## src/rtl/mem_access.sv

```systemverilog
// Memory-access pipeline stage: issues data-bus loads/stores for the EX/MEM
// instruction, stalls EX/MEM while in flight, and registers the result to MEM/WB.
module mem_access (
    input  logic        clk,
    input  logic        reset,
    input  logic        in_valid,
    input  logic [63:0] in_pc,
    input  logic        in_mem_read,
    input  logic        in_mem_write,
    input  logic [2:0]  in_funct3,
    input  logic [63:0] in_addr,
    input  logic [63:0] in_store_data,
    input  logic [4:0]  in_rd,
    input  logic        in_reg_write,
    output logic        stall_out,
    output logic        dreq_valid,
    output logic [63:0] dreq_addr,
    output logic [2:0]  dreq_size,
    output logic [7:0]  dreq_strobe,
    output logic [63:0] dreq_data,
    input  logic        dresp_addr_ok,
    input  logic        dresp_data_ok,
    input  logic [63:0] dresp_data,
    output logic        out_valid,
    output logic [63:0] out_pc,
    output logic [4:0]  out_rd,
    output logic        out_reg_write,
    output logic [63:0] out_wb_value,
    output logic        out_misalign
);

    localparam int unsigned XLEN = 64;

    typedef enum logic {
        S_IDLE      = 1'b0,
        S_WAIT_DATA = 1'b1
    } state_t;

    state_t            r_state;
    state_t            w_state_nxt;
    logic              w_mem_op;
    logic              w_misalign;
    logic              w_complete;
    logic [1:0]        w_size;
    logic [2:0]        w_k;
    logic [2:0]        w_low_mask;
    logic [7:0]        w_lane_mask;
    logic [XLEN-1:0]   w_raw;
    logic [XLEN-1:0]   w_ld_ext;

    // Access decode, bus request, handshake tracking and load extension
    always_comb begin
        w_state_nxt = r_state;
        w_size      = in_funct3[1:0];
        w_k         = in_addr[2:0];
        w_low_mask  = 3'b000;
        w_lane_mask = 8'h01;
        w_ld_ext    = '0;

        case (w_size)
            2'd0:    begin w_low_mask = 3'b000; w_lane_mask = 8'h01; end
            2'd1:    begin w_low_mask = 3'b001; w_lane_mask = 8'h03; end
            2'd2:    begin w_low_mask = 3'b011; w_lane_mask = 8'h0F; end
            default: begin w_low_mask = 3'b111; w_lane_mask = 8'hFF; end
        endcase

        w_mem_op   = in_valid & (in_mem_read | in_mem_write);
        w_misalign = w_mem_op & ((w_k & w_low_mask) != 3'b000);
        dreq_valid = w_mem_op & ~w_misalign & (r_state == S_IDLE);
        w_complete = dresp_data_ok & ((r_state == S_WAIT_DATA) | (dreq_valid & dresp_addr_ok));
        stall_out  = w_mem_op & ~w_misalign & ~w_complete;

        case (r_state)
            S_IDLE:      if (dreq_valid & dresp_addr_ok & ~dresp_data_ok) w_state_nxt = S_WAIT_DATA;
            S_WAIT_DATA: if (dresp_data_ok) w_state_nxt = S_IDLE;
            default:     w_state_nxt = S_IDLE;
        endcase

        dreq_addr   = in_addr;
        dreq_size   = {1'b0, w_size};
        dreq_strobe = in_mem_write ? (w_lane_mask << w_k) : 8'h00;
        dreq_data   = in_store_data << {w_k, 3'b000};

        w_raw = dresp_data >> {w_k, 3'b000};
        case (in_funct3)
            3'd0:    w_ld_ext = {{56{w_raw[7]}},  w_raw[7:0]};
            3'd1:    w_ld_ext = {{48{w_raw[15]}}, w_raw[15:0]};
            3'd2:    w_ld_ext = {{32{w_raw[31]}}, w_raw[31:0]};
            3'd3:    w_ld_ext = w_raw;
            3'd4:    w_ld_ext = {56'd0, w_raw[7:0]};
            3'd5:    w_ld_ext = {48'd0, w_raw[15:0]};
            3'd6:    w_ld_ext = {32'd0, w_raw[31:0]};
            default: w_ld_ext = '0;
        endcase
    end

    // State register and MEM/WB output register; a stall emits a bubble
    always_ff @(posedge clk) begin
        if (!reset) begin
            r_state       <= S_IDLE;
            out_valid     <= 1'b0;
            out_pc        <= '0;
            out_rd        <= '0;
            out_reg_write <= 1'b0;
            out_wb_value  <= '0;
            out_misalign  <= 1'b0;
        end else begin
            r_state       <= w_state_nxt;
            out_valid     <= in_valid & ~stall_out;
            out_pc        <= in_pc;
            out_rd        <= in_rd;
            out_reg_write <= in_reg_write & ~w_misalign;
            out_misalign  <= w_misalign;
            out_wb_value  <= (in_mem_read & w_mem_op & w_complete) ? w_ld_ext : in_addr;
        end
    end

endmodule

```

## config.mk

```make
export PLATFORM = sky130hd
export DESIGN_NAME = mem_access
export DESIGN_NICKNAME = d
export VERILOG_FILES = /design/src/rtl/mem_access.sv
export SDC_FILE = /design/constraint.sdc
export NUM_CORES = 1
export LEC_CHECK = 0
export CAP_MARGIN = 20
export CORE_AREA = 2 2 213 215
export DETAILED_ROUTE_END_ITERATION = 10
export DIE_AREA = 0 0 215 217
export SLEW_MARGIN = 20
export SYNTH_ARGS = -nofsm -noshare
export SYNTH_HDL_FRONTEND = slang
export SYNTH_SLANG_ARGS = --single-unit
```

## constraint.sdc

```tcl
create_clock -name clk -period 8.1 [get_ports clk]
set_clock_uncertainty 0.05 [all_clocks]
set_input_delay 1.62 -clock clk [delete_from_list [all_inputs] [get_ports clk]]
set_output_delay 1.62 -clock clk [all_outputs]
set_load 0.01 [all_outputs]
```

# Word level (Yosys, flattened, before mapping)
# Cells that the tools add are included.
# W data, S select, Z words.
[totals] regBits=137 input_bits=272 wordCells=49
[op_classes] eq_ne=8 n_shift=3 n_mux=8 n_bitwise=20 reduce_logical=3
[op_table] operator="$pmux W64 S7" n=1
[op_table] operator="$mux W64" n=1
[op_table] operator="$shl A64 B6 Y64" n=1
[op_table] operator="$shr A64 B6 Y64" n=1
[op_table] operator="$pmux W8 S3" n=1
[op_table] operator="$and A1 B1 Y1" n=12
[op_table] operator="$eq A3 B3 Y1 const B" n=3
[op_table] operator="$pmux W3 S3" n=1
[op_table] operator="$mux W8" n=1
[op_table] operator="$shl A8 B3 Y8" n=1
[op_table] operator="$eq A3 B2 Y1 const B" n=2
[op_table] operator="$not A1 Y1" n=5
[op_table] operator="$and A3 B3 Y3" n=1
[op_table] operator="$eq A3 B1 Y1 const B" n=1
[op_table] operator="$logic_not A3 Y1" n=1
[op_table] operator="$reduce_bool A3 Y1" n=1
[op_table] operator="$eq A2 B1 Y1 const B" n=1
[op_table] operator="$eq A2 B2 Y1 const B" n=1
[op_table] operator="$logic_not A2 Y1" n=1
[op_table] operator="$mux W1" n=2
[op_table] operator="$or A1 B1 Y1" n=2
[op_table] operator="$pmux W1 S2" n=1

# Logic depth before layout (Yosys ltp)
# Gate-level depths: netlist (run 1).
[logic_depth] depth_word=15 ltp_mapped=10 depth_no_buf=6

# Worst setup path after synthesis (run 1)
# OpenSTA, ideal clock, no wires.
[synth_path] path_type="in2out" start="in in_addr[1]" end="out dreq_data[32]" t_arrival_ns=3.191 slack_ns=3.239 path_stages=7 n_path_buf=6 path_cell_list="buf_2 -> buf_4 -> buf_2 -> buf_2 -> clkbuf_1 -> buf_1 -> o22ai_1"
[synth_via] elab_chain_cells=1
[synth_lines] element="start, declared" line="11" text="input logic [63:0] in_addr,"
[synth_lines] element="$shl A64 B6 Y64" line="82" text="dreq_data = in_store_data << {w_k, 3'b000};"
[synth_lines] element="end, declared" line="20" text="output logic [63:0] dreq_data,"
# Every way passes these cells.

# Worst setup path in the final report (run 1)
[layout_path] start="in in_addr[1]" end="out dreq_data[55]"
# The elaborated chain is that of the path after synthesis.

==> results of run 1 <==
## state kept, by name (all words and copies together), names as in the netlist
name           flops
out_pc            64
out_wb_value      64
out_rd             5
out_misalign       1
out_reg_write      1
out_valid          1
r_state            1
## metal layers
layer	vias to the layer above	routed length (um)	track usage
met4	6	804	0.0563
met3	43	3640	0.0588
met5	-	34	0
li1	4468	-	-
met1	4472	17800	0.209
met2	450	21700	0.314
## cell usage after synthesis, drive strengths merged
library cell,instances
a32oi,8
nand2,128
or2,1
nor2b,7
nand3,6
a2bb2o,1
a21o,1
a221oi,2
nand2b,4
a2bb2oi,1
and2,80
a21boi,4
nor2,77
clkbuf,38
nor3,6
conb,1
a211oi,4
a221o,1
inv,6
a22oi,15
a2111oi,1
a21oi,75
o21a,3
o31ai,1
mux2,37
a22o,10
mux4,18
mux2i,109
or3,1
buf,115
o21ai,99
and3,10
o211ai,8
o311a,1
dfxtp,137
or4,1
nor3b,5
o22ai,23
o32a,1
## power breakdown
part	total [mW]	switching, mW	internal (mW)
sequential	0.720	0.00967	0.711
combinational	0.671	0.309	0.362
clock	0.775	0.364	0.411
total	2.17	0.683	1.48
## cell type report
class | instances | area [um^2]
timing repair buffer | 561 | 5580
clock buffer | 17 | 425
sequential | 137 | 2740
tap | 600 | 751
clock inverter | 15 | 155
antenna | 2 | 5.00
inverter | 6 | 22.5
multi-input combinational | 750 | 4990
fill | 4707 | 30000
## worst paths after layout
check,to,slack [ns],cells after the start
max,dreq_data[55],2.04,6
min,r_state,0.55,2
max reg2reg,out_wb_value[24],5.71,5
min reg2reg,r_state,0.55,2
## logic make-up after synthesis
| kind of cell | synth area share |
|---|---|
| AO/OA/AOI/OAI | 0.180 |
| other | 0.000434 |
| multiplexers | 0.222 |
| flip-flops | 0.318 |
| buffers and inverters | 0.105 |
| AND/OR/NAND/NOR | 0.176 |
## worst register-to-register path, delay by kind of cell, from the launching register on
| kind | cells | cell delay [ns] |
|---|---|---|
| buffers and inverters | 1 | 0.46 |
| DFF | 1 | 0.38 |
| AOI/OAI and AO/OA | 2 | 0.83 |
| and+or+nand+nor | 2 | 0.59 |
## through the flow
stage          cell area, um^2  hold slack, ns  power, mW   util
2_1_floorplan             8630           0.499       1.03      -
3_3_place_gp             14100           0.556       1.40  0.315
3_5_place_dp             14100           0.558       1.41  0.315
4_1_cts                  14700           0.567       2.20  0.328
5_1_grt                  14700           0.608       2.27  0.328
6_report                 14700           0.555       2.17  0.328
==> results.yml, run 1 <==
outcome:
  status: "complete, no violations"
setup_path:
  path_buf_inv: 3
  timing.critical_path.from_type: "input pin"
  worstPathMaxFanout: 59
  slowest_delay_ns: 0.67
  cp_common_cell: "buf_4"
  end_kind: "output port"
  critPathSlowestCell: "buf_4"
  crit_arrival_ns: 4.39
  worstSetupPathType: "input pin to output port"
  r2r-start: "r_state"
  crit_path_cell_trace: "buf_4 > buf_4 > mux2_2 > a22oi_1 > o21ai_0 > clkdlybuf4s50_1"
  required_ns: 6.43
  cpLargestDelayFamily: "buffers and inverters"
  startpoint: "in_addr[1]"
power:
  irDropWorstVdd_uv: 137
  power_density_nw_per_um2: 148
  leakagePower_nw: 5.72
placement:
  placed_cells: 2054
  numPortBuffers: 547
  place_ws_ns: 1.99
  hpwl_mm: 35.0
  place_congestion: 0.857
grt:
  grt_pass1_vias: 9493
  grt_pass1_wl_mm: 62.2
  grt_max_degree: 87
  overflow: 0
  gr-usage-all-layers: 0.180
  grt_antenna_before_repair: 4
synthesis:
  ys_ff_latch: 137
  synth_area_um2: 8630
  ys_warn_count: 0
  syn-num-nets: 1318
  synthTopCellsByArea: "dfxtp_1 32%, mux2i_1 13%, buf_4 5.9%, and2_1 5.8%, nand2_1 5.6%"
  synth.distinct_cells: 46
  syn_inst: 1046
  synth_top_area_cell: "dfxtp_1"
  yosysSeqAreaShare: 0.318
  synth.top_cell.area_share: 0.318
  avgSynthCellArea_um2: 8.25
drt:
  vias: 9439
  via_per_inst: 4.52
  drt_pre_antenna_iters: 5
  wirelength_mm: 44.0
  wl_per_cell_um: 21.1
  remaining_drc_errors: 0
  drt-initial-drc-count: 598
  antenna_left: 0
floorplanning:
  chipWidth_um: 215
  die_h_um: 217
  floorplan.initialDensity: 0.193
  coreArea_um2: 44700
  rows: 78
  dieArea_um2: 46700
  boundaryPins: 549
timing:
  min_period_over_period: 0.749
  rsz0062_at_grt: "no"
  setup_viol: 0
  timing.final.ws_setup_ns: 2.04
  hold_viol_final: 0
  drv_slew: 0
  finalCriticalPeriod_ns: 6.06
  slew_headroom: 0.295
  worst_pin_slew_ns: 1.06
  fin_setup_tns_ns: 0
  max_freq_mhz: 165
clock_network:
  cts_tree: "yes"
  clk_latency_ns: 0.44
  clk_pin_slew_ns: 0.07
  clock_sinks: 137
  max-clock-path-buffers: 2
  ctsResizeCount: 0
  postCtsSetupRepairBufs: 0
  root_buffer: "clkbuf_16"
  cts_inserted_buffers: 17
  cts.htree.levels: 4
  ctsHoldBuffers: 0
hold_path:
  hold_class: "register to register"
  hold_start: "r_state"
run:
  cap_violations: 0
final_layout:
  drive_gt1_frac: 0.0754
  layout_commonest_cell: "clkdlybuf4s50_1"
  final_cell_mix: "543 x clkdlybuf4s50_1, 137 x dfxtp_1, 128 x nand2_1"
  finalNonFillerCells: 2088
  area_growth_syn_to_layout_pct: 70.0
  nNetsFinal: 1745
Note: power is estimated with default switching activity, not from simulation.
==> run 2: changes to the inputs <==
CORE_AREA = 2 2 211 213   (was 2 2 213 215)
DIE_AREA = 0 0 213 215   (was 0 0 215 217)
clock period = 5.2 ns   (was 8.1 ns; I/O delays follow)
==> results.yml, run 2 (synthesis results as in run 1) <==
outcome:
  status: "complete, no violations"
drt:
  drt_pre_antenna_iters: 6
  vias: 9536
  wirelength_mm: 43.5
  antenna_left: 0
  drt-initial-drc-count: 475
  remaining_drc_errors: 0
  via_per_inst: 4.56
  wl_per_cell_um: 20.8
setup_path:
  required_ns: 4.11
  timing.critical_path.from_type: "input pin"
  critPathSlowestCell: "clkdlybuf4s50_1"
  crit_arrival_ns: 3.34
  worstSetupPathType: "input pin to output port"
  end_kind: "output port"
  cp_common_cell: "buf_4"
  worstPathMaxFanout: 36
  slowest_delay_ns: 0.63
  crit_path_cell_trace: "buf_4 > buf_4 > mux2i_1 > nor2_1 > a21oi_1 > o21ai_0 > clkdlybuf4s50_1"
final_layout:
  final_cell_mix: "543 x clkdlybuf4s50_1, 137 x dfxtp_1, 128 x nand2_1"
  nNetsFinal: 1757
  regArea_um2: 2740
  multi_input_area_um2: 4990
  layout_commonest_cell: "clkdlybuf4s50_1"
  area_growth_syn_to_layout_pct: 70.8
  drive_gt1_frac: 0.0821
  top_regs: "out_pc: 64 flops, out_wb_value: 64 flops, out_rd: 5 flops"
  nFillCells: 4554
  finalNonFillerCells: 2093
floorplanning:
  dieArea_um2: 45800
  floorplan.initialDensity: 0.198
  die_h_um: 215
  boundaryPins: 549
  chipWidth_um: 213
  coreArea_um2: 43600
  rows: 77
timing:
  setup_viol: 0
  finalCriticalPeriod_ns: 4.43
  rsz0062_at_grt: "no"
  max_freq_mhz: 226
  drv_slew: 0
  fin_setup_tns_ns: 0
  min_period_over_period: 0.851
  hold_viol_final: 0
  worst_pin_slew_ns: 0.986
  slew_headroom: 0.343
placement:
  hpwl_mm: 35.0
  numPortBuffers: 547
  place_congestion: 0.806
  placed_cells: 2057
clock_network:
  postCtsSetupRepairBufs: 0
  clk_pin_slew_ns: 0.06
  clock_sinks: 137
  max-clock-path-buffers: 2
  root_buffer: "clkbuf_16"
  cts_tree: "yes"
  clk_latency_ns: 0.43
  cts.htree.levels: 4
  ctsResizeCount: 0
  cts_inserted_buffers: 17
  ctsHoldBuffers: 0
grt:
  grt_pass1_vias: 9490
  overflow: 0
  gr-usage-all-layers: 0.182
  grt_pass1_wl_mm: 61.5
  grt_max_degree: 89
  grt_antenna_before_repair: 8
power:
  irDropWorstVdd_uv: 224
  leakagePower_nw: 5.77
  power_density_nw_per_um2: 226
run:
  cap_violations: 0
hold_path:
  hold_class: "register to register"
[run 2: changes by cell type in the layout (fill, tap and decap cells not counted), moves of 2 or more]
cell	delta
inv_8	-4
clkinv_4	-3
clkinvlp_4	+3
clkinv_2	+5
buf_4	+13
clkinv_8	-2
[run 2: stage by stage]
stage	cell area (um^2)	hold WS (ns)	power (mW)	setup slack [ns]	utilization
CTS	14700	0.555	3.38	0.791	0.337
global route	14700	0.624	3.50	0.680	0.338
finish	14700	0.548	3.34	0.772	0.338
detailed placement	14100	0.546	2.20	0.797	0.324
global placement	14100	0.544	2.19	0.833	0.324
floorplan	8630	0.499	1.60	1.50	-
[run 2: layer usage]
metal / vias up / GRT usage / wire length [um]
li1: 4481 / - / -
met1: 4502 / 0.211 / 17200
met2: 478 / 0.311 / 21200
met3: 65 / 0.0552 / 3820
met4: 10 / 0.0734 / 1250
met5: - / 0 / 61
[run 2: path summary, 6_finish.rpt]
path | startpoint | endpoint | slack, ns | cells after the start
max | in_addr[1] | dreq_data[50] | 0.77 | 7
min | r_state | r_state | 0.55 | 2
max reg2reg | r_state | out_wb_value[61] | 3.05 | 5
min reg2reg | r_state | r_state | 0.55 | 2
[run 2: cell type report]
cell class,count,area share
tap,592,0.0502
antenna,3,0.000509
clock buffer,18,0.0298
timing repair buffer,573,0.385
clock inverter,14,0.00815
multi-input combinational,750,0.338
sequential,137,0.186
inverter,6,0.00153
[run 2: power by group]
group	switching (mW)	leakage (nW)	internal, mW
combinational	0.483	4.36	0.569
sequential	0.0154	1.14	1.11
clock	0.494	0.269	0.670
[run 2: worst max-delay path: cells and delay by family]
kind | cells | cell delay (ns)
buf+inv | 3 | 1.52
compound gates | 2 | 0.45
mux | 1 | 0.18
simple gates | 1 | 0.12
==> run 3: changes to the inputs <==
CAP_MARGIN = 15   (was 20)
RECOVER_POWER = 100   (was default)
TNS_END_PERCENT = 10   (was default)
==> results.yml, run 3 (synthesis results as in run 1) <==
outcome:
  status: "finished, violations left"
  violations: "max-capacitance violations, max-slew violations"
final_layout:
  nNetsFinal: 1757
  layout_commonest_cell: "clkdlybuf4s50_1"
  nFillCells: 4557
  area_growth_syn_to_layout_pct: 70.4
  finalNonFillerCells: 2093
  utilization: 0.337
  regArea_um2: 2740
  drive_gt1_frac: 0.0781
  top_regs: "out_pc: 64 flops, out_wb_value: 64 flops, out_rd: 5 flops"
  multi_input_area_um2: 4970
  final_cell_mix: "274 x clkdlybuf4s50_1, 269 x dlygate4sd3_1, 137 x dfxtp_1"
placement:
  hpwl_mm: 35.0
  numPortBuffers: 547
  place_ws_ns: 0.797
  place_congestion: 0.806
  placed_cells: 2057
drt:
  vias: 9504
  via_per_inst: 4.54
  drt_pre_antenna_iters: 7
  remaining_drc_errors: 0
  met3_length_mm: 3.69
  wl_met2_mm: 21.2
  top_layer: "met5"
  wirelength_mm: 43.5
  drt-initial-drc-count: 497
  wl_met1_mm: 17.3
  antenna_left: 0
  wl_per_cell_um: 20.8
setup_path:
  required_ns: 4.11
  timing.critical_path.from_type: "input pin"
  r2r_cells: 5
  worstPathMaxFanout: 21
  worstSetupPathType: "input pin to output port"
  crit_arrival_ns: 3.61
  end_kind: "output port"
grt:
  grt_antenna_before_repair: 8
  grt_pass1_vias: 9490
  overflow: 0
  grt_pass1_wl_mm: 61.5
  gr-usage-all-layers: 0.182
  grt_max_degree: 89
timing:
  timing.final.ws_setup_ns: 0.499
  slew_headroom: -0.857
  finalCriticalPeriod_ns: 4.70
  min_period_over_period: 0.904
  worst_pin_slew_ns: 2.79
  fin_setup_tns_ns: 0
  setup_viol: 0
  rsz0062_at_grt: "no"
  hold_viol_final: 0
  drv_slew: 83
  max_freq_mhz: 213
floorplanning:
  rows: 77
  dieArea_um2: 45800
  floorplan.initialDensity: 0.198
  boundaryPins: 549
  coreArea_um2: 43600
  chipWidth_um: 213
  die_h_um: 215
clock_network:
  cts_tree: "yes"
  cts_inserted_buffers: 17
  ctsResizeCount: 0
  postCtsSetupRepairBufs: 0
  root_buffer: "clkbuf_16"
  clock_sinks: 137
  max-clock-path-buffers: 2
  clk_pin_slew_ns: 0.06
  ctsHoldBuffers: 0
  clk_latency_ns: 0.43
  cts.htree.levels: 4
hold_path:
  hold_class: "register to register"
  holdPathStages: 2
run:
  cap_violations: 2
power:
  power_density_nw_per_um2: 223
  irDropWorstVdd_uv: 224
  leakagePower_nw: 6.14
run 3: per-stage QoR:
step	hold slack (ns)	instance area [um^2]	power, mW
2_1_floorplan	0.499	8630	1.60
3_3_place_gp	0.544	14100	2.19
3_5_place_dp	0.546	14100	2.20
4_1_cts	0.555	14700	3.38
5_1_grt	0.622	14700	3.44
6_report	0.545	14700	3.29
run 3: final timing paths:
path | from | to | slack (ns)
max | in_addr[0] | dreq_data[55] | 0.50
min | r_state | r_state | 0.54
max reg2reg | r_state | out_wb_value[61] | 2.37
min reg2reg | r_state | r_state | 0.54
run 3: where the power goes:
| part | leakage, nW | switching [mW] | internal (mW) |
|---|---|---|---|
| logic | 4.73 | 0.479 | 0.522 |
| registers | 1.14 | 0.0127 | 1.11 |
| clock network | 0.269 | 0.497 | 0.670 |
run 3: critical path, cell delays in order:
cell	delay, ns
buf_6	0.13
inv_1	0.10
clkbuf_1	1.09
a22oi_1	0.27
o21ai_0	0.34
clkdlybuf4s50_1	0.63
run 3: final cells by class:
type / count / area share
diodes: 3 / 0.000510
clock buffers: 18 / 0.0298
clock inverters: 14 / 0.00816
inverters: 6 / 0.00153
multi-input cells: 750 / 0.338
flip-flops and latches: 137 / 0.186
well taps: 592 / 0.0503
repair buffers: 573 / 0.385
run 3: per-layer routing:
metal / GRT usage / vias to the layer above
li1: - / 4485
met1: 0.211 / 4475
met2: 0.311 / 469
met3: 0.0552 / 65
met4: 0.0734 / 10
met5: 0 / -
